[config.mk]
export PLATFORM = sky130hd
export DESIGN_NAME = mem_port_arbiter
export DESIGN_NICKNAME = d
export VERILOG_FILES = /design/src/rtl/mem_port_arbiter.sv
export SDC_FILE = /design/constraint.sdc
export NUM_CORES = 1
export LEC_CHECK = 0
export ABC_CLOCK_PERIOD_IN_PS = 5800
export CORE_MARGIN = 4
export CORE_UTILIZATION = 42
export CTS_CLUSTER_DIAMETER = 150
export DETAILED_ROUTE_END_ITERATION = 10
export PLACE_DENSITY_LB_ADDON = 0.15
export SETUP_SLACK_MARGIN = 0.3
export SKIP_LAST_GASP = 1
export SYNTH_ARGS = -nofsm -noshare
export SYNTH_HDL_FRONTEND = slang
export SYNTH_SLANG_ARGS = --single-unit
[constraint.sdc]
create_clock -name i_clk -period 5.8 [get_ports i_clk]
set_clock_uncertainty 0.15 [all_clocks]
set_input_delay 1.16 -clock i_clk [delete_from_list [all_inputs] [get_ports i_clk]]
set_output_delay 1.16 -clock i_clk [all_outputs]
set_load 0.02 [all_outputs]
[src/rtl/mem_port_arbiter.sv]
// Two-port round-robin arbiter sharing one memory-controller port between icache (0) and dcache (1).
// One outstanding transaction; a missing response becomes an error response after TIMEOUT_CYCLES.
module mem_port_arbiter #(
  parameter int XLEN           = 32,
  parameter int TIMEOUT_CYCLES = 1024,
  parameter int CNT_W          = $clog2(TIMEOUT_CYCLES + 1)
) (
  input  logic                  i_clk,
  input  logic                  i_reset_n,
  input  logic [1:0]            i_req_valid,
  input  logic [1:0]            i_req_rw,
  input  logic [2*XLEN-1:0]     i_req_addr,
  input  logic [2*XLEN-1:0]     i_req_wdata,
  input  logic [2*(XLEN/8)-1:0] i_req_wmask,
  output logic [1:0]            o_req_ready,
  output logic [1:0]            o_rsp_valid,
  output logic [XLEN-1:0]       o_rsp_rdata,
  output logic                  o_rsp_err,
  output logic                  o_mem_valid,
  output logic                  o_mem_rw,
  output logic [XLEN-1:0]       o_mem_addr,
  output logic [XLEN-1:0]       o_mem_wdata,
  output logic [XLEN/8-1:0]     o_mem_wmask,
  input  logic                  i_mem_ready,
  input  logic                  i_mem_rvalid,
  input  logic [XLEN-1:0]       i_mem_rdata
);

  typedef enum logic [1:0] {
    IDLE,
    ISSUE,
    WAIT_RESP
  } state_t;

  state_t              r_state;
  state_t              w_next_state;
  logic                r_last_grant;
  logic                r_owner;
  logic                r_rw;
  logic [XLEN-1:0]     r_addr;
  logic [XLEN-1:0]     r_wdata;
  logic [XLEN/8-1:0]   r_wmask;
  logic [CNT_W-1:0]    r_cnt;

  logic                w_any_req;
  logic                w_winner;
  logic                w_timeout;
  logic                w_sel_rw;
  logic [XLEN-1:0]     w_sel_addr;
  logic [XLEN-1:0]     w_sel_wdata;
  logic [XLEN/8-1:0]   w_sel_wmask;

  // On a tie the port that did not win last time is granted.
  assign w_any_req   = |i_req_valid;
  assign w_winner    = (i_req_valid == 2'b11) ? ~r_last_grant : i_req_valid[1];
  assign w_timeout   = (r_cnt == CNT_W'(TIMEOUT_CYCLES - 1));

  assign w_sel_rw    = w_winner ? i_req_rw[1] : i_req_rw[0];
  assign w_sel_addr  = w_winner ? i_req_addr[2*XLEN-1:XLEN] : i_req_addr[XLEN-1:0];
  assign w_sel_wdata = w_winner ? i_req_wdata[2*XLEN-1:XLEN] : i_req_wdata[XLEN-1:0];
  assign w_sel_wmask = w_winner ? i_req_wmask[2*(XLEN/8)-1:XLEN/8] : i_req_wmask[XLEN/8-1:0];

  assign o_mem_rw    = r_rw;
  assign o_mem_addr  = r_addr;
  assign o_mem_wdata = r_wdata;
  assign o_mem_wmask = r_wmask;

  always_ff @(posedge i_clk or negedge i_reset_n) begin
    if (!i_reset_n) begin
      r_state <= IDLE;
    end else begin
      r_state <= w_next_state;
    end
  end

  always_comb begin
    w_next_state = r_state;
    case (r_state)
      IDLE:      if (w_any_req) w_next_state = ISSUE;
      ISSUE:     if (i_mem_ready) w_next_state = WAIT_RESP;
      WAIT_RESP: if (i_mem_rvalid || w_timeout) w_next_state = IDLE;
      default:   w_next_state = IDLE;
    endcase
  end

  // The accept strobe is combinational and masked while reset is held.
  always_comb begin
    o_req_ready = 2'b00;
    o_mem_valid = 1'b0;
    case (r_state)
      IDLE:    if (w_any_req && i_reset_n) o_req_ready[w_winner] = 1'b1;
      ISSUE:   o_mem_valid = 1'b1;
      default: ;
    endcase
  end

  always_ff @(posedge i_clk or negedge i_reset_n) begin
    if (!i_reset_n) begin
      r_last_grant <= 1'b1;
      r_owner      <= 1'b0;
      r_rw         <= 1'b0;
      r_addr       <= '0;
      r_wdata      <= '0;
      r_wmask      <= '0;
      r_cnt        <= '0;
      o_rsp_valid  <= 2'b00;
      o_rsp_rdata  <= '0;
      o_rsp_err    <= 1'b0;
    end else begin
      o_rsp_valid <= 2'b00;
      case (r_state)
        IDLE: begin
          if (w_any_req) begin
            r_last_grant <= w_winner;
            r_owner      <= w_winner;
            r_rw         <= w_sel_rw;
            r_addr       <= w_sel_addr;
            r_wdata      <= w_sel_wdata;
            r_wmask      <= w_sel_wmask;
          end
        end
        ISSUE: begin
          if (i_mem_ready) r_cnt <= '0;
        end
        WAIT_RESP: begin
          // A response arriving in the timeout cycle still counts as a good response.
          if (i_mem_rvalid) begin
            o_rsp_valid <= r_owner ? 2'b10 : 2'b01;
            o_rsp_rdata <= i_mem_rdata;
            o_rsp_err   <= 1'b0;
          end else if (w_timeout) begin
            o_rsp_valid <= r_owner ? 2'b10 : 2'b01;
            o_rsp_rdata <= '0;
            o_rsp_err   <= 1'b1;
          end else begin
            r_cnt <= r_cnt + 1'b1;
          end
        end
        default: ;
      endcase
    end
  end

endmodule

==> results of run 1 <==
-- registers in the layout (all words and copies together), names as in the netlist --
signal	cells
o_mem_addr	32
o_mem_rw	1
o_mem_wdata	32
o_mem_wmask	4
o_rsp_err	1
o_rsp_rdata	32
o_rsp_valid	2
r_cnt	11
r_last_grant	1
r_owner	1
r_state	2
-- final cells by class --
| class | count | area (um^2) |
|---|---|---|
| fill | 885 | 3350 |
| sequential | 119 | 2980 |
| clock buffer | 23 | 468 |
| clock inverter | 9 | 148 |
| multi-input combinational | 304 | 2010 |
| tap | 147 | 184 |
| antenna | 1 | 2.50 |
| timing repair buffer | 285 | 2840 |
| inverter | 6 | 22.5 |
-- worst register-to-register path, stage by stage, from the launching register on --
cell and delay [ns]:
dfrtp_1 0.40, nor2_1 0.34, o21a_4 0.55, buf_4 0.77
nor2_1 0.11, a21oi_1 0.19
-- power by group through the flow --
stage / combinational (uW) / clock (uW) / sequential [uW]
global route: 2270 / 1150 / 1460
global placement: 2090 / 0 / 1400
floorplan: 689 / 0 / 1820
CTS: 2150 / 1110 / 1410
finish: 2130 / 1090 / 1410
detailed placement: 2140 / 0 / 1420
-- cells in the mapped netlist, types with 6 or more instances --
cell type	number	share of area
clkbuf_1	18	0.013
nor2_1	72	0.052
nand2_1	8	0.0058
inv_1	6	0.0044
a22o_1	32	0.054
dfrtp_1	118	0.57
a21oi_1	74	0.072
mux2i_1	70	0.14
buf_2	15	0.015
a31oi_1	8	0.0097
-- layer usage --
layer  vias to the layer above  global-route usage  routed length, um
met1                      2225               0.269               6470
met3                        26              0.0722               1180
met5                         -                   0                  0
met4                         0              0.0724                347
met2                       200               0.417               8730
li1                       2202                   -                  -
-- cells by family after synthesis --
logic type,after synthesis,synth area share
flip-flops,119,0.577
multiplexers,70,0.136
AND/OR/NAND/NOR,103,0.0870
buffers and inverters,42,0.0373
AO/OA/AOI/OAI,130,0.161
adder cells (fa/ha/maj),1,0.00242
-- through the flow --
step	instance area [um^2]	instances	worst slack, ns	power (uW)	hold slack, ns
5_1_grt	8660	894	1.27	4880	0.288
4_1_cts	8660	893	1.34	4670	0.272
2_1_floorplan	5160	465	2.48	2510	0.253
3_5_place_dp	8040	861	1.34	3560	0.280
3_3_place_gp	8040	861	1.36	3490	0.258
6_report	8660	894	1.35	4630	0.270
-- worst max path at each step --
stage,startpoint,endpoint,slack (ns),depth (start not counted)
3_3_place_gp,i_req_valid[1],o_req_ready[1],1.36,4
3_5_place_dp,i_req_valid[1],o_req_ready[1],1.34,4
4_1_cts,i_req_valid[1],o_req_ready[1],1.34,4
5_1_grt,i_req_valid[1],o_req_ready[1],1.27,4
2_1_floorplan,i_req_valid[1],o_req_ready[1],2.48,4
6_report,i_req_valid[1],o_req_ready[1],1.35,4
==> results.sh, run 1 <==
export IMPL_wl_per_cell_um=18.7
export IMPL_die_area_um2=14100
export IMPL_critPathMostFrequentCell="clkdlybuf4s50_1"
export IMPL_ys_warn_count=0
export IMPL_drt_iter0_markers=287
export IMPL_syn_area_per_cell_um2=11.1
export IMPL_rr_worst_depth=5
export IMPL_layout_common_cells="281 x clkdlybuf4s50_1, 118 x dfrtp_1, 74 x a21oi_1"
export IMPL_numCtsBuffers=17
export IMPL_fin_crit_ns=4.45
export IMPL_start_util=0.430
export IMPL_place_hpwl_um=12700
export IMPL_maxSlewHeadroom=0.231
export IMPL_tns_ns=0
export IMPL_async_flop_share=1.00
export IMPL_ys_flop_type="dfrtp_1"
export IMPL_crit_required_ns=4.49
export IMPL_clockBufferDepth=2
export IMPL_critPathCaptureType="output port"
export IMPL_drive_gt1_frac=0.0496
export IMPL_gp_congestion=0.842
export IMPL_grt_max_degree=85
export IMPL_finalCritPeriodShare=0.768
export IMPL_vias=4653
export IMPL_power_frac_seq=0.305
export IMPL_synth_area_um2=5160
export IMPL_first_pass_iters=5
export IMPL_max_stage_delay_ns=0.61
export IMPL_final_common_cell="clkdlybuf4s50_1"
export IMPL_synth_ff_latch_count=119
export IMPL_pwr_share_comb=0.459
export IMPL_grt_overflow=0
export IMPL_rsz0062_at_grt="false"
export IMPL_ir_drop_mv=0.313
export IMPL_drt_total_wl_um=16700
export IMPL_cp_buffers_inverters=2
export IMPL_min_path_type="reg2reg"
export IMPL_crit_arrival_ns=3.14
export IMPL_swShare=0.366
export IMPL_antenna_found_initial=1
export IMPL_h_tree_depth=4
export IMPL_grt_pass1_wl_um=26100
export IMPL_path_class="in2out"
export IMPL_worstReg2RegStart="r_state[1]$_DFFE_PN0P_"
export IMPL_io_buffers=282
export IMPL_worstHoldEndpoint="o_rsp_valid[0]$_DFF_PN0_"
export IMPL_critPathLaunchType="input port"
export IMPL_clk_pin_slew_ns=0.06
export IMPL_maxCapViolations=0
export IMPL_cts_resized=0
export IMPL_synth_edf_count=0
export IMPL_max_freq_ghz=0.225
export IMPL_synth_nets=642
export IMPL_min_delay_path_depth=1
export IMPL_vias_per_cell=5.20
export IMPL_reg2reg_to="o_mem_wdata[26]$_DFFE_PN0P_"
export IMPL_cts_tree="done"
export IMPL_yosysUniqueCellTypes=37
export IMPL_p_leak_uw=0.00364
export IMPL_route_detailed_drc=0
export IMPL_post_cts_buffers=0
export IMPL_synthCells=465
export IMPL_nets=910
export IMPL_area_growth_pct=67.6
export IMPL_hold_viol_final=0
export IMPL_clk_latency_ns=0.40
export IMPL_die_y_um=119
export IMPL_ys_seq_area_frac=0.577
export IMPL_utilization=0.721
export IMPL_power_internal_uw=2940
export IMPL_rows=40
export IMPL_cts_root_buf="clkbuf_16"
export IMPL_cts_sinks=119
export IMPL_grt_use_total=0.234
export IMPL_path_delay_family="buffers and inverters"
export IMPL_crit_fanout=18
export IMPL_dieWidth_um=119
export IMPL_fp_coreArea_um2=12000
export IMPL_tightest_slew_ns=1.15
export IMPL_slowest_stage="a21boi_4"
export IMPL_hold_path_startpoint="r_owner$_DFFE_PN0P_"
export IMPL_ioPinCount=283
export IMPL_ctsHoldBuffers=0
export IMPL_ff2ff_setup_slack_ns=3.19
export IMPL_drtAntennaViolNets=0
export IMPL_p_switching_uw=1690
export IMPL_p_clk_frac=0.236
export IMPL_status="completed"
export IMPL_power_density_nw_per_um2=535
export IMPL_drv_slew=0
export IMPL_finalSetupViolCount=0
export IMPL_cp_cell_sequence="clkdlybuf4s50_1 -> a21boi_4 -> and3_1 -> clkdlybuf4s50_1"
export IMPL_grt_pass1_vias=4885
Note: power is estimated with default switching activity, not from simulation.
==> inputs of run 2 (changes only) <==
- ABC_CLOCK_PERIOD_IN_PS: 5800 -> 4600
- CORE_UTILIZATION: 42 -> 39
- clock period: 5.8 -> 4.6 ns (I/O delays scaled with it)
==> run 2 against run 1 <==
Compared with the run above: cell count is 2.8% higher; worst setup slack worse by 0.41 ns; cell area up 0.51%; critical endpoint is now o_req_ready[0]; highest routed layer unchanged.
==> results.sh, run 2 (synthesized netlist as in run 1, its figures left out) <==
export IMPL_status="completed"
export IMPL_power_density_nw_per_um2=668
export IMPL_drtAntennaViolNets=0
export IMPL_rsz0062_at_grt="false"
export IMPL_drt_iter0_markers=243
export IMPL_worstReg2RegStart="r_state[0]$_DFFE_PN0P_"
export IMPL_path_class="in2out"
export IMPL_diodes=0
export IMPL_power_uw=5810
export IMPL_dieWidth_um=123
export IMPL_first_pass_iters=4
export IMPL_numCtsBuffers=17
export IMPL_crit_start="i_req_valid[0]"
export IMPL_vias_per_cell=5.00
export IMPL_layout_common_cells="281 x clkdlybuf4s50_1, 118 x dfrtp_1, 74 x a21oi_1"
export IMPL_ff2ff_setup_slack_ns=2.08
export IMPL_hold_path_startpoint="r_owner$_DFFE_PN0P_"
export IMPL_max_stage_delay_ns=0.60
export IMPL_start_util=0.404
export IMPL_grt_pass1_vias=4734
export IMPL_fp_coreArea_um2=12800
export IMPL_drt_total_wl_um=16800
export IMPL_ioPinCount=283
export IMPL_cts_root_buf="clkbuf_16"
export IMPL_gp_congestion=0.783
export IMPL_nets=912
export IMPL_rows=41
export IMPL_min_delay_path_depth=1
export IMPL_die_y_um=123
export IMPL_wl_per_cell_um=18.3
export IMPL_rr_worst_depth=5
export IMPL_clk_pin_slew_ns=0.06
export IMPL_final_common_cell="clkdlybuf4s50_1"
export IMPL_io_buffers=282
export IMPL_crit_fanout=24
export IMPL_antenna_found_initial=0
export IMPL_grt_use_total=0.215
export IMPL_clockBufferDepth=2
export IMPL_critPathLaunchType="input port"
export IMPL_maxSlewHeadroom=0.253
export IMPL_grt_max_degree=119
export IMPL_drv_slew=0
export IMPL_p_leak_uw=0.00363
export IMPL_n_fill_cell=919
export IMPL_cp_cell_sequence="clkdlybuf4s50_1 -> o21a_4 -> and3b_1 -> clkdlybuf4s50_1"
export IMPL_max_freq_ghz=0.273
export IMPL_route_detailed_drc=0
export IMPL_slowest_stage="clkdlybuf4s50_1"
export IMPL_area_growth_pct=68.5
export IMPL_tightest_slew_ns=1.12
export IMPL_place_hpwl_um=12500
export IMPL_maxCapViolations=0
export IMPL_critPathCaptureType="output port"
export IMPL_clk_latency_ns=0.41
export IMPL_grt_overflow=0
export IMPL_critPathMostFrequentCell="clkdlybuf4s50_1"
export IMPL_cts_sinks=119
export IMPL_h_tree_depth=4
export IMPL_fin_crit_ns=3.67
export IMPL_grt_pass1_wl_um=25100
export IMPL_crit_cells=4
export IMPL_post_cts_buffers=0
export IMPL_ctsHoldBuffers=0
export IMPL_die_area_um2=15100
export IMPL_tns_ns=0
export IMPL_drive_gt1_frac=0.0562
export IMPL_cp_buffers_inverters=2
export IMPL_cts_resized=0
export IMPL_finalCritPeriodShare=0.797
export IMPL_crit_arrival_ns=2.60
export IMPL_hold_viol_final=0
export IMPL_cts_tree="done"
export IMPL_path_delay_family="buffers and inverters"
export IMPL_vias=4597
export IMPL_crit_required_ns=3.53
export IMPL_finalSetupViolCount=0
export IMPL_min_path_type="reg2reg"
export IMPL_ir_drop_mv=0.354
## run 2: final timing paths
check	to
max	o_req_ready[0]
min	o_rsp_valid[0]$_DFF_PN0_
max reg2reg	o_mem_wmask[2]$_DFFE_PN0P_
min reg2reg	o_rsp_valid[0]$_DFF_PN0_
max in group asynchronous	o_mem_addr[15]$_DFFE_PN0P_
min in group asynchronous	o_mem_wdata[27]$_DFFE_PN0P_
## run 2: power breakdown
| part | switching [uW] | internal [uW] |
|---|---|---|
| Combinational | 1410 | 1260 |
| Clock | 474 | 891 |
| Sequential | 265 | 1520 |
| Total | 2140 | 3670 |
## run 2: through the flow
stage	hold WS [ns]	util	cell area [um^2]	setup WS (ns)	std cells
finish	0.274	0.681	8700	0.935	919
global route	0.297	0.681	8700	0.872	919
CTS	0.278	0.681	8700	0.940	919
detailed placement	0.273	0.633	8090	0.938	888
global placement	0.260	0.633	8090	0.964	888
floorplan	0.253	-	5160	1.76	465
## run 2: area by class of cell
class	instances	area, um^2	share of cell area
clock inverters	11	149	0.0171
repair buffers	287	2860	0.328
flip-flops and latches	119	2980	0.342
well taps	172	215	0.0247
clock buffers	20	467	0.0536
multi-input cells	304	2010	0.231
inverters	6	22.5	0.00259
## run 2: per-layer routing
layer	global-route usage	share of wire
met5	0	0
met4	0.0685	0.012
met3	0.0668	0.088
met2	0.364	0.51
met1	0.263	0.39
==> inputs of run 3 (changes only) <==
- ABC_CLOCK_PERIOD_IN_PS: 4600 -> 3000
- CORE_UTILIZATION: 39 -> 35
- clock period: 4.6 -> 3 ns (I/O delays scaled with it)
==> run 3 against run 2 <==
Compared with the run above: total power is 55% higher; sequential power up 53%; first-iteration DRC count up 14%; worst hold slack lost 0.062 ns; clock power up 61%; core utilization decreased by 7.4 points; global-route usage is 2.7 points lower; critical path depth is the same; routed wire length shrank 2.9%; sequential share of layout area shrank 0.36 points; highest routed layer unchanged.
==> results.sh, run 3 (synthesized netlist as in run 1, its figures left out) <==
export IMPL_tightest_slew_ns=0.824
export IMPL_cp_cell_sequence="clkdlybuf4s50_1 -> a21boi_4 -> and3b_1 -> dlygate4sd2_1"
export IMPL_grt_pass1_wl_um=24400
export IMPL_cts_sinks=119
export IMPL_tns_ns=0
export IMPL_nets=914
export IMPL_reg2reg_to="o_rsp_rdata[8]$_DFFE_PN0P_"
export IMPL_place_inst=902
export IMPL_gp_congestion=0.796
export IMPL_drt_iter0_markers=277
export IMPL_wl_per_cell_um=17.5
export IMPL_crit_required_ns=2.25
export IMPL_final_common_cell="clkdlybuf4s50_1"
export IMPL_numCtsBuffers=17
export IMPL_vias=4553
export IMPL_p_clk_frac=0.245
export IMPL_route_detailed_drc=0
export IMPL_n_fill_cell=1227
export IMPL_min_path_type="in2async"
export IMPL_io_buffers=282
export IMPL_crit_arrival_ns=1.89
export IMPL_ctsHoldBuffers=0
export IMPL_grt_use_total=0.188
export IMPL_critPathLaunchType="input port"
export IMPL_hold_viol_final=0
export IMPL_clk_latency_ns=0.41
export IMPL_first_pass_iters=6
export IMPL_cts_root_buf="clkbuf_16"
export IMPL_area_growth_pct=70.3
export IMPL_ioPinCount=283
export IMPL_place_hpwl_um=12200
export IMPL_clockBufferDepth=2
export IMPL_max_freq_ghz=0.379
export IMPL_start_util=0.357
export IMPL_vias_per_cell=4.87
export IMPL_maxCapViolations=0
export IMPL_diodes=0
export IMPL_p_switching_uw=3220
export IMPL_ff2ff_setup_slack_ns=0.63
export IMPL_dieWidth_um=129
export IMPL_finalCritPeriodShare=0.880
export IMPL_h_tree_depth=4
export IMPL_ir_drop_mv=0.530
export IMPL_crit_fanout=4
export IMPL_power_internal_uw=5790
export IMPL_rr_worst_depth=5
export IMPL_clk_pin_slew_ns=0.05
export IMPL_drive_gt1_frac=0.0600
export IMPL_drtAntennaViolNets=0
export IMPL_path_class="in2out"
export IMPL_power_frac_seq=0.303
export IMPL_layout_common_cells="279 x clkdlybuf4s50_1, 118 x dfrtp_1, 74 x a21oi_1"
export IMPL_grt_overflow=0
export IMPL_rsz0062_at_grt="false"
export IMPL_drt_total_wl_um=16300
export IMPL_rows=44
export IMPL_p_leak_uw=0.00370
export IMPL_worstReg2RegStart="r_cnt[0]$_DFFE_PN0P_"
export IMPL_slowest_stage="clkdlybuf4s50_1"
export IMPL_antenna_found_initial=0
export IMPL_grt_max_degree=141
export IMPL_swShare=0.357
export IMPL_critPathCaptureType="output port"
export IMPL_status="completed"
export IMPL_drv_slew=0
export IMPL_finalSetupViolCount=0
export IMPL_pwr_share_comb=0.452
export IMPL_max_stage_delay_ns=0.52
export IMPL_cts_tree="done"
export IMPL_die_y_um=129
export IMPL_die_area_um2=16800
export IMPL_fin_crit_ns=2.64
export IMPL_grt_pass1_vias=4616
export IMPL_instances_no_fill=934
export IMPL_power_density_nw_per_um2=1030
export IMPL_fp_coreArea_um2=14500
export IMPL_maxSlewHeadroom=0.451
-- run 3: repair_timing --
action                                  4_1_cts  5_1_grt
resized for setup                             3        0
setup buffers                                 0        0
endpoints found under the setup margin        2        0
-- run 3: worst max path at each step --
stage | startpoint | endpoint | slack [ns] | cells past startpoint
after floorplan | i_req_valid[1] | o_req_ready[1] | 0.80 | 4
after global placement | i_req_valid[1] | o_req_ready[1] | 0.11 | 4
after detailed placement | i_req_valid[1] | o_req_ready[1] | 0.11 | 4
after CTS | i_req_valid[1] | o_req_ready[0] | 0.36 | 4
after global routing | i_req_valid[1] | o_req_ready[0] | 0.32 | 4
final | i_req_valid[1] | o_req_ready[0] | 0.36 | 4
-- run 3: critical path: cells and delay by family --
kind	cells	cell delay (ns)
AOI/OAI and AO/OA	1	0.26
buffers and inverters	2	0.83
and+or+nand+nor	1	0.20
-- run 3: power groups by stage --
| stage | logic [uW] | clock network, uW | registers, uW |
|---|---|---|---|
| after floorplan | 1330 | 0 | 3510 |
| after global placement | 4070 | 0 | 2720 |
| after detailed placement | 4150 | 0 | 2740 |
| after CTS | 4150 | 2250 | 2740 |
| after global routing | 4380 | 2320 | 2830 |
| final | 4070 | 2200 | 2730 |
-- run 3: layer usage --
layer | global-route usage | wire length, um | vias up
met3 | 0.0635 | 1430 | 16
met2 | 0.323 | 8140 | 182
met5 | 0 | 0 | -
met4 | 0.0556 | 194 | 0
li1 | - | - | 2209
met1 | 0.226 | 6550 | 2146
-- run 3: final cells by class --
| class | instances | area, um^2 | share of cell area |
|---|---|---|---|
| sequential | 119 | 2980 | 0.339 |
| timing repair buffer | 289 | 2900 | 0.329 |
| multi-input combinational | 304 | 2010 | 0.229 |
| clock buffer | 24 | 512 | 0.0582 |
| tap | 184 | 230 | 0.0262 |
| clock inverter | 8 | 140 | 0.0159 |
| inverter | 6 | 22.5 | 0.00256 |
-- run 3: per-stage QoR --
stage / hold slack [ns] / cell area [um^2] / setup WS, ns / total power [uW] / utilization
6_report: 0.212 / 8790 / 0.360 / 9010 / 0.607
2_1_floorplan: 0.154 / 5160 / 0.797 / 4840 / -
5_1_grt: 0.273 / 8790 / 0.318 / 9530 / 0.607
3_3_place_gp: 0.262 / 8140 / 0.115 / 6790 / 0.562
4_1_cts: 0.236 / 8790 / 0.361 / 9130 / 0.607
3_5_place_dp: 0.261 / 8140 / 0.109 / 6890 / 0.562
